===== src/rtl/ql_pl_pkg.sv =====
// Shared types and constants for the RAM PL side-port initiator.
// Holds the FSM state encoding, default PL widths and a request record.
package ql_pl_pkg;

   localparam int PL_ADDR_W = 20;
   localparam int PL_DATA_W = 32;

   typedef enum logic [2:0] {
      IDLE  = 3'd0,
      WRITE = 3'd1,
      READ  = 3'd2,
      RWAIT = 3'd3,
      RESP  = 3'd4,
      SWEEP = 3'd5
   } pl_state_t;

   typedef struct packed {
      logic                 we;
      logic [PL_ADDR_W-1:0] addr;
      logic [PL_DATA_W-1:0] wdata;
   } pl_req_t;

   // Width of the shared counter: must hold SWEEP_DEPTH-1 and RD_LAT-2.
   function automatic int pl_cnt_w(input int depth, input int lat);
      int m;
      m = (depth > lat) ? depth : lat;
      return (m > 1) ? $clog2(m) : 1;
   endfunction

endpackage


===== src/rtl/ram_pl_master.sv =====
// Initiator for the RAM macro PL port: single-word reads/writes over valid/ready
// plus a self-timed fill sweep with PL_INIT, all outputs driven from flops.
module ram_pl_master
   import ql_pl_pkg::*;
#(
   parameter int ADDR_W      = PL_ADDR_W,
   parameter int DATA_W      = PL_DATA_W,
   parameter int RD_LAT      = 2,
   parameter int SWEEP_DEPTH = 2048
) (
   input  logic              CLK,
   input  logic              CLR,
   input  logic              req_valid,
   output logic              req_ready,
   input  logic              req_we,
   input  logic [ADDR_W-1:0] req_addr,
   input  logic [DATA_W-1:0] req_wdata,
   output logic              rsp_valid,
   input  logic              rsp_ready,
   output logic [DATA_W-1:0] rsp_rdata,
   input  logic              sweep_start,
   input  logic [DATA_W-1:0] sweep_data,
   output logic              busy,
   output logic              sweep_done,
   output logic              PL_INIT,
   output logic              PL_ENA,
   output logic              PL_WEN,
   output logic              PL_REN,
   output logic [ADDR_W-1:0] PL_ADDR,
   output logic [DATA_W-1:0] PL_DATA_IN,
   input  logic [DATA_W-1:0] PL_DATA_OUT
);

   localparam int CNT_W = pl_cnt_w(SWEEP_DEPTH, RD_LAT);
   localparam logic [CNT_W-1:0] RW_LOAD = (RD_LAT > 1) ? CNT_W'(RD_LAT - 2) : '0;
   localparam logic [CNT_W-1:0] SW_LAST = CNT_W'(SWEEP_DEPTH - 1);

   pl_state_t         state_q;
   logic [CNT_W-1:0]  cnt_q;
   logic              req_ready_q;
   logic              busy_q;
   logic              rsp_valid_q;
   logic [DATA_W-1:0] rsp_rdata_q;
   logic              sweep_done_q;
   logic              pl_init_q;
   logic              pl_ena_q;
   logic              pl_wen_q;
   logic              pl_ren_q;
   logic [ADDR_W-1:0] pl_addr_q;
   logic [DATA_W-1:0] pl_din_q;

   // Sequencer: every output is the registered image of the state being entered.
   always_ff @(posedge CLK or posedge CLR) begin
      if (CLR) begin
         state_q      <= IDLE;
         cnt_q        <= '0;
         req_ready_q  <= 1'b1;
         busy_q       <= 1'b0;
         rsp_valid_q  <= 1'b0;
         rsp_rdata_q  <= '0;
         sweep_done_q <= 1'b0;
         pl_init_q    <= 1'b0;
         pl_ena_q     <= 1'b0;
         pl_wen_q     <= 1'b0;
         pl_ren_q     <= 1'b0;
         pl_addr_q    <= '0;
         pl_din_q     <= '0;
      end else begin
         sweep_done_q <= 1'b0;
         case (state_q)
            IDLE: begin
               if (sweep_start) begin
                  state_q     <= SWEEP;
                  cnt_q       <= '0;
                  req_ready_q <= 1'b0;
                  busy_q      <= 1'b1;
                  pl_init_q   <= 1'b1;
                  pl_ena_q    <= 1'b1;
                  pl_wen_q    <= 1'b1;
                  pl_addr_q   <= '0;
                  pl_din_q    <= sweep_data;
               end else if (req_valid) begin
                  req_ready_q <= 1'b0;
                  busy_q      <= 1'b1;
                  pl_ena_q    <= 1'b1;
                  pl_addr_q   <= req_addr;
                  if (req_we) begin
                     state_q  <= WRITE;
                     pl_wen_q <= 1'b1;
                     pl_din_q <= req_wdata;
                  end else begin
                     state_q  <= READ;
                     pl_ren_q <= 1'b1;
                  end
               end else begin
                  req_ready_q <= 1'b1;
                  busy_q      <= 1'b0;
               end
            end
            WRITE: begin
               state_q     <= IDLE;
               pl_ena_q    <= 1'b0;
               pl_wen_q    <= 1'b0;
               req_ready_q <= 1'b1;
               busy_q      <= 1'b0;
            end
            READ: begin
               pl_ren_q <= 1'b0;
               if (RD_LAT == 1) begin
                  state_q  <= RESP;
                  pl_ena_q <= 1'b0;
               end else begin
                  state_q <= RWAIT;
                  cnt_q   <= RW_LOAD;
               end
            end
            RWAIT: begin
               if (cnt_q == '0) begin
                  state_q  <= RESP;
                  pl_ena_q <= 1'b0;
               end else begin
                  cnt_q <= cnt_q - CNT_W'(1);
               end
            end
            RESP: begin
               // First RESP cycle is the data-valid cycle; capture, then hold until taken.
               if (!rsp_valid_q) begin
                  rsp_valid_q <= 1'b1;
                  rsp_rdata_q <= PL_DATA_OUT;
               end else if (rsp_ready) begin
                  rsp_valid_q <= 1'b0;
                  state_q     <= IDLE;
                  req_ready_q <= 1'b1;
                  busy_q      <= 1'b0;
               end else begin
                  rsp_valid_q <= 1'b1;
               end
            end
            SWEEP: begin
               if (cnt_q == SW_LAST) begin
                  state_q      <= IDLE;
                  pl_init_q    <= 1'b0;
                  pl_ena_q     <= 1'b0;
                  pl_wen_q     <= 1'b0;
                  sweep_done_q <= 1'b1;
                  req_ready_q  <= 1'b1;
                  busy_q       <= 1'b0;
               end else begin
                  cnt_q     <= cnt_q + CNT_W'(1);
                  pl_addr_q <= ADDR_W'(cnt_q + CNT_W'(1));
               end
            end
            default: begin
               state_q     <= IDLE;
               pl_init_q   <= 1'b0;
               pl_ena_q    <= 1'b0;
               pl_wen_q    <= 1'b0;
               pl_ren_q    <= 1'b0;
               rsp_valid_q <= 1'b0;
               req_ready_q <= 1'b1;
               busy_q      <= 1'b0;
            end
         endcase
      end
   end

   assign req_ready  = req_ready_q;
   assign busy       = busy_q;
   assign rsp_valid  = rsp_valid_q;
   assign rsp_rdata  = rsp_rdata_q;
   assign sweep_done = sweep_done_q;
   assign PL_INIT    = pl_init_q;
   assign PL_ENA     = pl_ena_q;
   assign PL_WEN     = pl_wen_q;
   assign PL_REN     = pl_ren_q;
   assign PL_ADDR    = pl_addr_q;
   assign PL_DATA_IN = pl_din_q;

endmodule


===== config.mk =====
export PLATFORM = sky130hd
export DESIGN_NAME = ram_pl_master
export DESIGN_NICKNAME = d
export VERILOG_FILES = /design/src/rtl/ql_pl_pkg.sv /design/src/rtl/ram_pl_master.sv
export SDC_FILE = /design/constraint.sdc
export NUM_CORES = 1
export LEC_CHECK = 0
export ABC_CLOCK_PERIOD_IN_PS = 3000
export BUFFER_PORTS_ARGS = -buffer_cell sky130_fd_sc_hd__buf_2
export CAP_MARGIN = 10
export CORE_MARGIN = 2
export CORE_UTILIZATION = 44
export DETAILED_ROUTE_END_ITERATION = 7
export MAX_ROUTING_LAYER = met4
export PLACE_DENSITY = 0.77
export SETUP_SLACK_MARGIN = 0.1
export SLEW_MARGIN = 0
export SYNTH_ARGS = -nofsm -noshare
export SYNTH_HDL_FRONTEND = slang
export SYNTH_SLANG_ARGS = --single-unit

===== constraint.sdc =====
create_clock -name CLK -period 3 [get_ports CLK]
set_clock_uncertainty 0.15 [all_clocks]
set_input_delay 0.15 -clock CLK [delete_from_list [all_inputs] [get_ports CLK]]
set_output_delay 0.15 -clock CLK [all_outputs]
set_load 0.01 [all_outputs]

==> run_results.csv <==
group,metric,value,unit
floorplanning,dieArea,0.0131,mm^2
routing,drc,0,
routing,avgRoutedWirePerCell,17.0,um
routing,top_layer_used,"met4",
sta,timing.final.ws_setup,0.270,ns
synthesis,ys_types,56,
routing,wl_met3,967,um
floorplanning,die_x,114,um
clock_network,clock_latency,0.34,ns
routing,wl,16600,um
synthesis,synth_commonest_cells,"dfrtp_1, nor2_1, a21oi_1",
critical_path,reg2reg_from,"state_q[1]$_DFFE_PP0P_",
synthesis,synth_top_area_share,49.0,%
sta,rsz0062_at_grt,"no",
synthesis,synth-seq-area-share,49.5,%
clock_network,clkSlewWorstSetupHoldPaths,0.07,ns
place,dpl.hpwl,10400,um
floorplanning,ios,214,
sta,period_minus_slack,2.73,ns
synthesis,syn_inst,506,
critical_path,r2r_setup_slack,0.27,ns
clock_network,htreeDepth,3,
synthesis,yosys_warnings,0,
sta,holdWs,0.0151,ns
run,drv_cap,0,
synthesis,async_reset_ff_share,100,%
sta,fin_crit_sh,91.0,%
run_status,status,"finished, final reports clean",
synthesis,syn_area,0.00536,mm^2
sta,worst_pin_slew,0.803,ns
synthesis,synth_flop_cell,"dfrtp_1",
layout,area_growth,47.6,%
sta,tns,0,ns
sta,setup_viol,0,
layout,fillers,877,
critical_path,end_kind,"register",
hold_path,hp-class,"input pin to register",
clock_network,post-cts-setup-buffers,0,
critical_path,slowest_delay,0.47,ns
routing,dr.first_iter.drc_count,315,
critical_path,worstSetupPathType,"register to register",
critical_path,r2r_cells,8,
critical_path,r2r-end,"cnt_q[10]$_DFFE_PP0P_",
power_and_ir_drop,power_density,910,mW/mm^2
critical_path,required,3.08,ns
clock_network,cts_root_buf,"clkbuf_16",
power_and_ir_drop,p_leak,3.77,nW
synthesis,syn_nets,641,
routing,antenna_left,0,
layout,seq_area,0.00266,mm^2
floorplanning,core,0.0120,mm^2
hold_path,worstHoldPathCells,3,
sta,max_clock_freq,366,MHz
layout,multiInputGateArea,0.00246,mm^2
sta,relSlewSlack,46.4,%
critical_path,crit_chain,"and3b_1 > inv_2 > fa_1 > a21oi_1 > o221ai_1 > a211o_1 > mux2i_1 > nand3b_1",
global_routing,antenna_found_initial,0,
layout,diodes,0,
synthesis,synth_edf_count,0,
synthesis,yosys.cell_count.top_type,"dfrtp_1",
critical_path,critPathMaxFanout,10,
synthesis,ys_top_cells_by_area,"dfrtp_1, mux2_2, mux2i_1",
synthesis,synth_top_cell_by_area,"dfrtp_1",
clock_network,cts_buffers,9,
routing,vias,5178,
hold_path,min_to,"PL_DATA_IN[29]$_DFFE_PP0P_",
layout,fin_area,0.00791,mm^2
floorplanning,placement_rows,40,
floorplanning,die_y,114,um
clock_network,cts.sinks,106,
critical_path,startpoint_type,"register",
place,port-buffer-count,213,
clock_network,tritoncts,"done",
global_routing,grt_pass1_wl,25800,um
global_routing,grt_overflow,0,
place,place.gp.congestion,0.889,
synthesis,ys_seq_elements,106,
power_and_ir_drop,p_total,7.20,mW
floorplanning,start_util,44.8,%
routing,m1WireLength,6590,um
synthesis,syn_avg_cell_area,10.6,um^2
power_and_ir_drop,vdd_ir_drop_max,0.000379,V
place,place_area,0.00656,mm^2
critical_path,worst_ep_arrival_time,2.81,ns
clock_network,clk_path_buf_depth,2,
place,dp_slack,0.201,ns
layout,nNetsFinal,956,
sta,drv_slew,0,
critical_path,crit_slowest_cell,"dfrtp_1",
routing,first_pass_iters,5,
global_routing,grt_usage,26.0,%
hold_path,hold_path_startpoint,"sweep_data[29]",
layout,layout-drive-gt1-share,36.9,%
global_routing,grt_pass1_vias,5333,
sta,hold_viol,0,
routing,viasPerCell,5.32,
routing,wl_met2,8260,um
global_routing,grt_max_degree,65,
==> through the flow <==
stage	std cells	util, %
detailed placement	849	54.8
global placement	849	54.8
global route	973	66.1
CTS	973	66.1
finish	973	66.1
floorplan	506	-
==> logic make-up after synthesis <==
group	share of synthesized area, %
adder cells (fa/ha/maj)	3.18
XOR/XNOR	2.62
buffers and inverters	4.60
AND/OR/NAND/NOR	11.5
flip-flops	49.5
multiplexers	13.3
AO/OA/AOI/OAI	15.3
==> final cells by class <==
type | count | share of cell area (%)
clock buffers | 12 | 2.99
multi-input cells | 350 | 31.1
flip-flops and latches | 106 | 33.6
well taps | 147 | 2.33
inverters | 22 | 1.09
repair buffers | 332 | 28.5
clock inverters | 4 | 0.364
==> how the worst max path moves through the flow <==
stage / cells past startpoint / start / to / slack [ns]
CTS: 9 / state_q[1]$_DFFE_PP0P_ / cnt_q[10]$_DFFE_PP0P_ / 0.19
floorplan: 11 / state_q[2]$_DFFE_PP0P_ / cnt_q[9]$_DFFE_PP0P_ / 0.06
global placement: 9 / state_q[2]$_DFFE_PP0P_ / cnt_q[10]$_DFFE_PP0P_ / 0.33
finish: 8 / state_q[1]$_DFFE_PP0P_ / cnt_q[10]$_DFFE_PP0P_ / 0.27
detailed placement: 9 / state_q[1]$_DFFE_PP0P_ / cnt_q[10]$_DFFE_PP0P_ / 0.20
global route: 8 / state_q[1]$_DFFE_PP0P_ / cnt_q[10]$_DFFE_PP0P_ / 0.11
==> critical path, delay by kind of cell, from the launching register on <==
| kind | cells | cell delay [ns] |
|---|---|---|
| and+or+nand+nor | 2 | 0.45 |
| AOI/OAI and AO/OA | 3 | 0.88 |
| muxes | 1 | 0.12 |
| DFF | 1 | 0.47 |
| buffers and inverters | 1 | 0.12 |
| adders and majority gates | 1 | 0.41 |
==> metal layers <==
metal	track usage, %	vias up
met4	14.6	0
met5	-	-
li1	-	2425
met2	43.9	244
met3	4.34	59
met1	29.4	2450
==> cells in the final DEF, fill, tap and decap left out, drive strengths merged, types with 14 or more instances in the layout <==
master	instances
nand2	14
dlygate4sd3	108
buf	224
mux2	34
nor2	64
a21oi	71
nand3	19
o21ai	18
mux2i	33
inv	21
dfrtp	105
==> state kept, by name, indices dropped and copies added, names as in the netlist <==
register / cells
PL_DATA_IN: 32
rsp_rdata: 32
PL_ADDR: 20
cnt_q: 11
state_q: 3
PL_ENA: 1
PL_INIT: 1
PL_REN: 1
PL_WEN: 1
busy: 1
req_ready: 1
rsp_valid: 1
sweep_done: 1
==> repair_timing <==
item                                    4_1_cts  5_1_grt
hold endpoints to repair                    109        0
hold buffers                                108        0
endpoints found under the setup margin        0        3
gates resized for setup                       0        2
==> report_power, final <==
part           switching (mW)  leakage, nW  internal [mW]
Sequential              0.436         1.26           2.10
Clock                   0.522        0.123          0.565
Combinational            1.99         2.39           1.59
Total                    2.95         3.77           4.25
Note: power is estimated with default switching activity, not from simulation.
